## src/rtl/rx_word_align_sync.sv

```systemverilog
// 8B/10B receive word aligner: comma search over a two-beat window, barrel shift
// onto the found boundary, and a loss-of-sync state machine fed by decoder errors.
module rx_word_align_sync #(
  parameter int NSYM = 2,
  parameter int PW   = 5,
  parameter int ERRW = 10,
  localparam int DW  = 10 * NSYM
) (
  input  logic            i_Clk,
  input  logic            i_Rst,
  input  logic            i_En,
  input  logic [DW-1:0]   i_Data,
  input  logic [9:0]      i_MComma,
  input  logic [9:0]      i_PComma,
  input  logic [9:0]      i_CommaMask,
  input  logic            i_MComEn,
  input  logic            i_PComEn,
  input  logic            i_SlideMode,
  input  logic            i_Slide,
  input  logic [NSYM-1:0] i_DecErr,
  input  logic            i_MisalignChk,
  input  logic [1:0]      i_SyncThres,
  input  logic [2:0]      i_InvalidIncr,
  input  logic [2:0]      i_ErrThreshold,
  output logic [DW-1:0]   o_Data,
  output logic            o_Valid,
  output logic [NSYM-1:0] o_CommaFlag,
  output logic [PW-1:0]   o_AlignPos,
  output logic            o_Realign,
  output logic [1:0]      o_SyncState,
  output logic            o_SyncLock
);

  typedef enum logic [1:0] {
    LOS  = 2'b00,
    TEST = 2'b01,
    PRE  = 2'b10,
    SYNC = 2'b11
  } syncState_t;

  syncState_t        state, stateNext;
  logic [DW-1:0]     rPrev;
  logic [2*DW-1:0]   window;
  logic [DW-1:0]     commaHit, rComma;
  logic [DW-1:0]     alignedData;
  logic [NSYM-1:0]   laneFlag;
  logic [PW-1:0]     pos, posNext, firstIdx;
  logic [ERRW-1:0]   errCnt, errNext, goodCnt, goodNext, tstCnt, tstNext;
  logic [ERRW-1:0]   beatErr, errThr, tstTarget, decMask;
  logic [ERRW:0]     errSum;
  logic              slidePrev;

  function automatic logic commaMatch(input logic [9:0] sym, input logic [9:0] mPat,
                                      input logic [9:0] pPat, input logic [9:0] mask,
                                      input logic mEn, input logic pEn);
    return (mEn && (((sym ^ mPat) & mask) == 10'd0)) ||
           (pEn && (((sym ^ pPat) & mask) == 10'd0));
  endfunction

  // Comma search, barrel shift and per-beat error count.
  always_comb begin
    window   = {i_Data, rPrev};
    commaHit = '0;
    for (int k = 0; k < DW; k++)
      commaHit[k] = commaMatch(window[k +: 10], i_MComma, i_PComma, i_CommaMask, i_MComEn, i_PComEn);
    alignedData = DW'(window >> pos);
    laneFlag    = '0;
    for (int j = 0; j < NSYM; j++)
      laneFlag[j] = commaMatch(alignedData[10*j +: 10], i_MComma, i_PComma, i_CommaMask, i_MComEn, i_PComEn);
    firstIdx = '0;
    for (int k = DW - 1; k >= 0; k--)
      if (rComma[k]) firstIdx = PW'(k);
    beatErr = '0;
    for (int j = 0; j < NSYM; j++)
      beatErr = beatErr + ERRW'(i_DecErr[j]);
    // A comma that shows up anywhere but the locked offset counts as one extra error.
    if (state == SYNC && i_MisalignChk && rComma != '0 && !rComma[pos])
      beatErr = beatErr + ERRW'(1);
  end

  assign errThr    = ERRW'(4) << i_ErrThreshold;
  assign tstTarget = ERRW'(2) << i_SyncThres;
  assign decMask   = (ERRW'(2) << i_InvalidIncr) - ERRW'(1);
  assign errSum    = {1'b0, errCnt} + {1'b0, beatErr};

  // Next offset, sync state and good/error counters.
  always_comb begin
    stateNext = state;
    posNext   = pos;
    errNext   = errCnt;
    goodNext  = goodCnt;
    tstNext   = tstCnt;
    if (!i_En) begin
      stateNext = LOS;
      errNext   = '0;
      goodNext  = '0;
      tstNext   = '0;
    end else begin
      if (i_SlideMode) begin
        if (i_Slide && !slidePrev)
          posNext = (pos == PW'(DW - 1)) ? '0 : pos + PW'(1);
      end else if (state == LOS && rComma != '0) begin
        posNext = firstIdx;
      end
      case (state)
        LOS: begin
          errNext  = '0;
          goodNext = '0;
          tstNext  = '0;
          if (rComma != '0) stateNext = PRE;
        end
        PRE: begin
          errNext   = '0;
          goodNext  = '0;
          tstNext   = '0;
          stateNext = TEST;
        end
        TEST: begin
          errNext  = '0;
          goodNext = '0;
          if (beatErr != '0) begin
            stateNext = LOS;
            tstNext   = '0;
          end else begin
            tstNext = tstCnt + ERRW'(1);
            if (tstNext == tstTarget) begin
              stateNext = SYNC;
              tstNext   = '0;
            end
          end
        end
        SYNC: begin
          if (errCnt >= errThr) begin
            stateNext = LOS;
            errNext   = '0;
            goodNext  = '0;
          end else if (beatErr != '0) begin
            errNext = (errSum >= {1'b0, errThr}) ? errThr : errSum[ERRW-1:0];
          end else begin
            if ((goodCnt & decMask) == decMask && errCnt != '0)
              errNext = errCnt - ERRW'(1);
            goodNext = goodCnt + ERRW'(1);
          end
        end
        default: stateNext = LOS;
      endcase
    end
  end

  // Registered state and datapath; when disabled the raw beat passes straight through.
  always_ff @(posedge i_Clk or posedge i_Rst) begin
    if (i_Rst) begin
      state       <= LOS;
      pos         <= '0;
      errCnt      <= '0;
      goodCnt     <= '0;
      tstCnt      <= '0;
      slidePrev   <= 1'b0;
      rPrev       <= '0;
      rComma      <= '0;
      o_Data      <= '0;
      o_CommaFlag <= '0;
      o_Realign   <= 1'b0;
    end else begin
      state       <= stateNext;
      pos         <= posNext;
      errCnt      <= errNext;
      goodCnt     <= goodNext;
      tstCnt      <= tstNext;
      slidePrev   <= i_Slide;
      o_Realign   <= (posNext != pos);
      if (i_En) begin
        rPrev       <= i_Data;
        rComma      <= commaHit;
        o_Data      <= alignedData;
        o_CommaFlag <= laneFlag;
      end else begin
        rComma      <= '0;
        o_Data      <= i_Data;
        o_CommaFlag <= '0;
      end
    end
  end

  assign o_Valid     = (state == SYNC);
  assign o_SyncLock  = (state == SYNC);
  assign o_SyncState = state;
  assign o_AlignPos  = pos;

endmodule
```

## config.mk

```make
export PLATFORM = sky130hd
export DESIGN_NAME = rx_word_align_sync
export DESIGN_NICKNAME = d
export VERILOG_FILES = /design/src/rtl/rx_word_align_sync.sv
export SDC_FILE = /design/constraint.sdc
export NUM_CORES = 1
export LEC_CHECK = 0
export ABC_AREA = 0
export CORE_MARGIN = 1.5
export CORE_UTILIZATION = 60
export CTS_CLUSTER_DIAMETER = 30
export DETAILED_ROUTE_END_ITERATION = 12
export DONT_BUFFER_PORTS = 1
export GPL_ROUTABILITY_DRIVEN = 0
export HOLD_SLACK_MARGIN = 0.02
export PLACE_DENSITY = 0.76
export SKIP_LAST_GASP = 1
export SYNTH_ARGS = -nofsm -noshare
export SYNTH_HDL_FRONTEND = slang
export SYNTH_SLANG_ARGS = --single-unit
```

## constraint.sdc

```tcl
create_clock -name i_Clk -period 16.1 [get_ports i_Clk]
set_input_delay 3.22 -clock i_Clk [delete_from_list [all_inputs] [get_ports i_Clk]]
set_output_delay 3.22 -clock i_Clk [all_outputs]
set_load 0.02 [all_outputs]
```

==> results of run 1 <==
-- per-stage QoR --
stage               hold WS [ns]  instances  setup WS (ns)
floorplan                 0.4972       1741          9.046
global placement          0.5232       1859          8.398
detailed placement        0.5350       1859          8.104
CTS                       0.5513       1875          8.478
global route              0.5954       1875          7.889
finish                    0.5444       1875          8.268
-- area by class of cell --
type	count	area [µm²]	share of cell area, %
clock buffer	10	229.0	1.550
timing repair buffer	20	150.1	1.016
inverter	21	81.33	0.5504
sequential	101	2532	17.14
clock inverter	6	80.08	0.5419
tap	324	405.4	2.743
multi-input combinational	1393	11300	76.46
-- state kept, by name, indices dropped and copies added (netlist names) --
signal,flops
rPrev,20
errCnt,10
slidePrev,1
o_Realign,1
tstCnt,10
o_CommaFlag,2
goodCnt,10
o_SyncState,2
rComma,20
o_Data,20
o_AlignPos,5
-- cells by family (layout without fill, tap and decap cells) --
logic type / Yosys count / count (layout) / share of synthesized area (%)
XOR/XNOR: 461 / 461 / 27.25
AO/OA/AOI/OAI: 377 / 377 / 20.15
buffers and inverters: 247 / 57 / 6.696
adder cells (fa/ha/maj): 28 / 28 / 2.415
AND/OR/NAND/NOR: 397 / 397 / 13.14
flip-flops: 101 / 101 / 17.06
multiplexers: 130 / 130 / 13.30
-- cells in the final DEF (no fill, tap or decap), types with 8 or more instances in the layout --
| cell type | instances |
|---|---|
| xor2_1 | 425 |
| nand2_1 | 139 |
| dfrtp_1 | 99 |
| nor2_1 | 73 |
| a221oi_1 | 66 |
| mux2_2 | 54 |
| a22oi_1 | 51 |
| a21oi_1 | 40 |
| a222oi_1 | 40 |
| nand3_1 | 38 |
| mux4_2 | 36 |
| xnor2_1 | 36 |
| a22o_1 | 33 |
| mux2i_1 | 30 |
| nand4_1 | 27 |
| ha_1 | 27 |
| o21ai_0 | 24 |
| a21boi_0 | 23 |
| nor3_1 | 22 |
| buf_4 | 20 |
| a211oi_1 | 19 |
| inv_1 | 18 |
| nor2b_1 | 17 |
| nand2b_1 | 12 |
| nor4_1 | 11 |
| and3_1 | 11 |
| mux4_1 | 9 |
| clkbuf_16 | 9 |
| o22ai_1 | 8 |
| or3_1 | 8 |
| o21a_1 | 8 |
-- worst max-delay path: stages --
cell and delay (ns):
nand2_1 0.06, a2111oi_4 0.52, xor2_1 0.20, ha_1 0.19, inv_1 0.07, fa_1 0.44, inv_1 0.07, a21oi_1 0.08
nor2_1 0.24, nand4_1 0.15, xnor2_1 0.18, ha_1 0.23, a2111oi_0 0.57, nand2_1 0.12, o21ai_0 0.10, a31oi_1 0.09
a31oi_1 1.02, nand2_1 0.15, o211a_1 0.20, a211oi_1 0.19
-- worst paths after layout --
| kind | startpoint | to | slack, ns | depth (start not counted) |
|---|---|---|---|---|
| setup / recovery | i_MisalignChk | errCnt[7] | 8.27 | 20 |
| setup reg to reg | o_AlignPos[0] | errCnt[7] | 9.51 | 22 |
| hold / removal | goodCnt[8] | goodCnt[8] | 0.54 | 2 |
| min in group asynchronous | i_Rst | tstCnt[1] | 2.75 | 1 |
| hold reg to reg | goodCnt[8] | goodCnt[8] | 0.54 | 2 |
| max in group asynchronous | i_Rst | o_AlignPos[0] | 12.10 | 2 |
-- metal layers --
metal  up-vias  global-route usage (%)  part of all wire [%]
li1       5916                       -                     -
met1      6702                   50.92                    38
met2      1166                   57.65                    43
met3       256                   9.429                    14
met4         0                   19.03                   5.1
met5         -                       0                     0
-- power by group --
part / internal (µW) / switching, µW / leakage (µW)
Clock: 124 / 110 / 0.000146
Combinational: 396 / 511 / 0.00461
Sequential: 292 / 80.4 / 0.00130
Total: 812 / 701 / 0.00606
==> metrics.txt, run 1 <==
vias in the first global route=13,450; outcome=complete, no violations; # fillers=2,083; Pleak=0.006057 µW; CTS Hold Bufs=0; critical path capture point type=register; Area Growth Syn to Fin=-0.2785%; Max FO, Critical Path=16; slew margin rel.=9.562%; Setup violations, final=0; die area=0.02565 mm²; initial antenna violation count=0; Post-CTS Setup Inserts=0; Via density=7.488; syn_area_per_cell=8.511 µm²; layout cells sized above 1=9.413%; Final Power=1513 µW; TritonCTS clock tree=built; initial core utilization=61.11%; Final Skew=0.01761 ns; final core utilization=60.94%; Worst-Skew Late Latency=0.37 ns; Avg WL per Cell=26.56 µm; crit path time final=7.832 ns; layout net count=1,642; antenna-violating nets left=0; PD cells=102.4 mW/mm²; Max clock buf depth=2; H-tree depth=3; Yosys reg bits=101; Final Cycle Share=48.65%; setup TNS=0 ns; Worst-path clk slew=0.08 ns; RSZ-0062 raised after global routing=no; Final Cell Area=0.01478 mm²; Critical Path RT=16.37 ns; most frequent cells after synthesis=xor2_1, nand2_1, clkbuf_1; io pins=100; IO buf count=0; most common cell in the netlist=xor2_1; clk root buf=clkbuf_16; Yosys cell types=79; post-synthesis sequential area ratio=17.06%; Syn Std Cell Area=0.01482 mm²; Yosys top cell area share=25.12%; CP Class=in2reg; main area contributors after synthesis=xor2_1, dfrtp_1, mux4_2; routed via count=14,040; synthesized instance count=1,741; violation count after the first detailed-route iteration=2,180; Worst Hold Class=reg2reg; Post-synth EDFFs=0; Detail Placement HPWL=29,530 µm; row cnt=57; DRC errors left=0; VDD IR-drop max=0.1159 mV; Max Slew Vio Count=0; first-pass GRT wire length=77,960 µm; Die Ht=160.2 µm; crit path DAT=8.11 ns; top_reg_cell synth=dfrtp_1; syn nets=1,837; post-synth top area cell=xor2_1; core area=0.02425 mm²; Final Hold Fails=0; crit start category=input port; Slew @ Worst Pin=1.350 ns; total CTS buffers=9; clock sinks=101; Die Width=160.2 µm; Pre-Repair DR Iteration Count=9; GRT Resource Usage Total=38.20%; ys async rst share=100.0%; ANT cells=0; cts repair resizes=0; f_max=0.1277 GHz; Max Cap Viol=0; placed inst area=0.01447 mm²; largest net degree at the start of global routing=94; Ys Warns=0; Detailed Route WL=49,800 µm; Overflow after GRT=0
No activity file was read; power rests on OpenSTA's default activity.
==> run 2: changes to the inputs <==
--- a/config.mk
+++ b/config.mk
@@ -13,7 +13,7 @@
 export DONT_BUFFER_PORTS = 1
 export GPL_ROUTABILITY_DRIVEN = 0
 export HOLD_SLACK_MARGIN = 0.02
-export PLACE_DENSITY = 0.76
+export PLACE_DENSITY = 0.79
 export SKIP_LAST_GASP = 1
 export SYNTH_ARGS = -nofsm -noshare
 export SYNTH_HDL_FRONTEND = slang
==> constraint.sdc (replaced) <==
create_clock -name i_Clk -period 6.5 [get_ports i_Clk]
set_input_delay 1.3 -clock i_Clk [delete_from_list [all_inputs] [get_ports i_Clk]]
set_output_delay 1.3 -clock i_Clk [all_outputs]
set_load 0.02 [all_outputs]
==> run 2 against run 1 <==
- sequential share of layout area about the same
- final cell count unchanged
- clock skew shrank 0.0031 ns
- final area hardly changed
- largest cell class unchanged
- critical endpoint is now errCnt[9]
==> metrics.txt, run 2 (synthesis results as in run 1) <==
FF+latch area=0.002532 mm² (unchanged); antenna-violating nets left=0 (unchanged); IO buf count=0 (unchanged); Pleak=0.006056 µW (about the same); Die Ht=160.2 µm (unchanged); vias in the first global route=13,460 (+0.052%); f_max=0.1743 GHz; cts repair resizes=0 (unchanged); io pins=100 (unchanged); initial core utilization=61.11% (unchanged); crit path DAT=5.97 ns (-2.14 ns); Post-CTS Setup Inserts=0 (unchanged); initial antenna violation count=2 (+2); dpl cells=1,859 (unchanged); VDD IR-drop max=0.2559 mV (+120%); top flop regs=o_Data x20, rComma x20, rPrev x20; Area Growth Syn to Fin=-0.3041% (about the same); TritonCTS clock tree=built; Non-Filler Instances=1,875 (unchanged); DRC errors left=0 (unchanged); layout net count=1,642 (unchanged); Max Cap Viol=0 (unchanged); Final Cycle Share=88.25%; Worst-path clk slew=0.08 ns (about the same); routed via count=14,150 (+0.75%); Avg WL per Cell=26.44 µm (-0.42%); total CTS buffers=9 (unchanged); Slew @ Worst Pin=1.238 ns (-0.1124 ns); Overflow after GRT=0 (unchanged); r2r worst-path depth=23 (+4.5%); Max clock buf depth=2 (unchanged); largest net degree at the start of global routing=94 (unchanged); PD cells=253.8 mW/mm² (+150%); Setup violations, final=0 (unchanged); setup TNS=0 ns (unchanged); ANT cells=0 (unchanged); Final Skew=0.01454 ns (-0.003067 ns); Worst-Skew Late Latency=0.36 ns (about the same); most frequent cells in the layout=xor2_1, nand2_1, dfrtp_1; layout cells sized above 1=9.478% (+0.064 points); crit path time final=5.736 ns; hold path depth=2 (unchanged); Pre-Repair DR Iteration Count=9 (unchanged); die area=0.02565 mm² (unchanged); multi-input combinational cell area=0.01130 mm² (unchanged); CTS Hold Bufs=0 (unchanged); Critical Path RT=6.73 ns (-9.64 ns); core area=0.02425 mm² (unchanged); Die Width=160.2 µm (unchanged); Detailed Route WL=49,580 µm (-0.42%); most common cell after layout, fill and taps aside=xor2_1; first-pass GRT wire length=77,140 µm (-1.1%); Max Slew Vio Count=0 (unchanged); clk root buf=clkbuf_16; # fillers=2,034 (-2.4%); Via density=7.545 (+0.75%); RSZ-0062 raised after global routing=no; critical path capture point type=register; CP Class=reg2reg; row cnt=57 (unchanged); Min Hold Slack=0.5510 ns (+0.006584 ns); Final Hold Fails=0 (unchanged); clock sinks=101 (unchanged); outcome=complete, no violations; GRT Resource Usage Total=38.04% (-0.16 points); Detail Placement HPWL=29,820 µm (+0.97%); Max FO, Critical Path=16 (unchanged); Worst Hold Class=reg2reg; H-tree depth=3 (unchanged); slew margin rel.=17.47% (+7.9 points); crit start category=register; violation count after the first detailed-route iteration=2,250 (+3.2%)
-- run 2: cell types whose count changed in the layout (fill, tap and decap cells not counted), sizes merged --
cell	previous run	this run
clkbuf	10	9
bufinv	1	0
clkinv	2	4
-- run 2: final timing paths --
path | to | from | slack, ns
setup reg to reg | errCnt[9] | o_AlignPos[0] | 0.76
hold / removal | goodCnt[8] | goodCnt[8] | 0.55
setup / recovery | errCnt[9] | o_AlignPos[0] | 0.76
max in group asynchronous | o_AlignPos[2] | i_Rst | 4.44
hold reg to reg | goodCnt[8] | goodCnt[8] | 0.55
min in group asynchronous | tstCnt[3] | i_Rst | 0.85
-- run 2: stage by stage --
step	util [%]	setup slack [ns]	power (µW)	instance area, µm²
6_report	60.92	0.7639	3750	14770
5_1_grt	60.92	0.3938	3909	14770
4_1_cts	60.92	0.8519	3650	14770
3_5_place_dp	59.66	0.9130	3078	14470
3_3_place_gp	59.66	1.130	3030	14470
2_1_floorplan	-	1.183	2760	14820
-- run 2: routing by layer --
layer,part of all wire (%),GRT usage (%),up-vias
met5,0.054,0,-
met1,36,47.84,6679
met2,42,55.87,1229
li1,-,-,5908
met4,7.4,25.45,4
met3,14,12.00,326
-- run 2: where the power goes --
| group | total [µW] | leakage [µW] | internal (µW) | switching, µW |
|---|---|---|---|---|
| Combinational | 2260 | 0.00461 | 983 | 1280 |
| Sequential | 917 | 0.00130 | 723 | 194 |
| Clock | 568 | 0.000145 | 274 | 294 |
| Total | 3750 | 0.00606 | 1980 | 1770 |
-- run 2: worst max-delay path: stages, from the launching register on --
cell	delay [ns]
dfrtp_4	0.58
mux4_1	0.60
a22oi_1	0.20
a21oi_1	0.14
a2111oi_4	0.59
xor2_1	0.21
ha_1	0.19
inv_1	0.06
fa_1	0.44
inv_1	0.07
a21oi_1	0.07
nor2_1	0.23
nand4_1	0.14
xnor2_1	0.17
ha_1	0.21
a2111oi_0	0.56
nand2_1	0.09
o21ai_0	0.10
a31oi_1	0.10
a31oi_1	0.21
buf_4	0.24
nor2_1	0.08
a211oi_1	0.23
a211oi_1	0.08
-- run 2: layout make-up --
| class | count | share of cell area (%) |
|---|---|---|
| sequential | 101 | 17.14 |
| multi-input combinational | 1393 | 76.48 |
| clock inverter | 7 | 0.5421 |
| tap | 324 | 2.744 |
| inverter | 21 | 0.5505 |
| clock buffer | 9 | 1.525 |
| timing repair buffer | 20 | 1.016 |
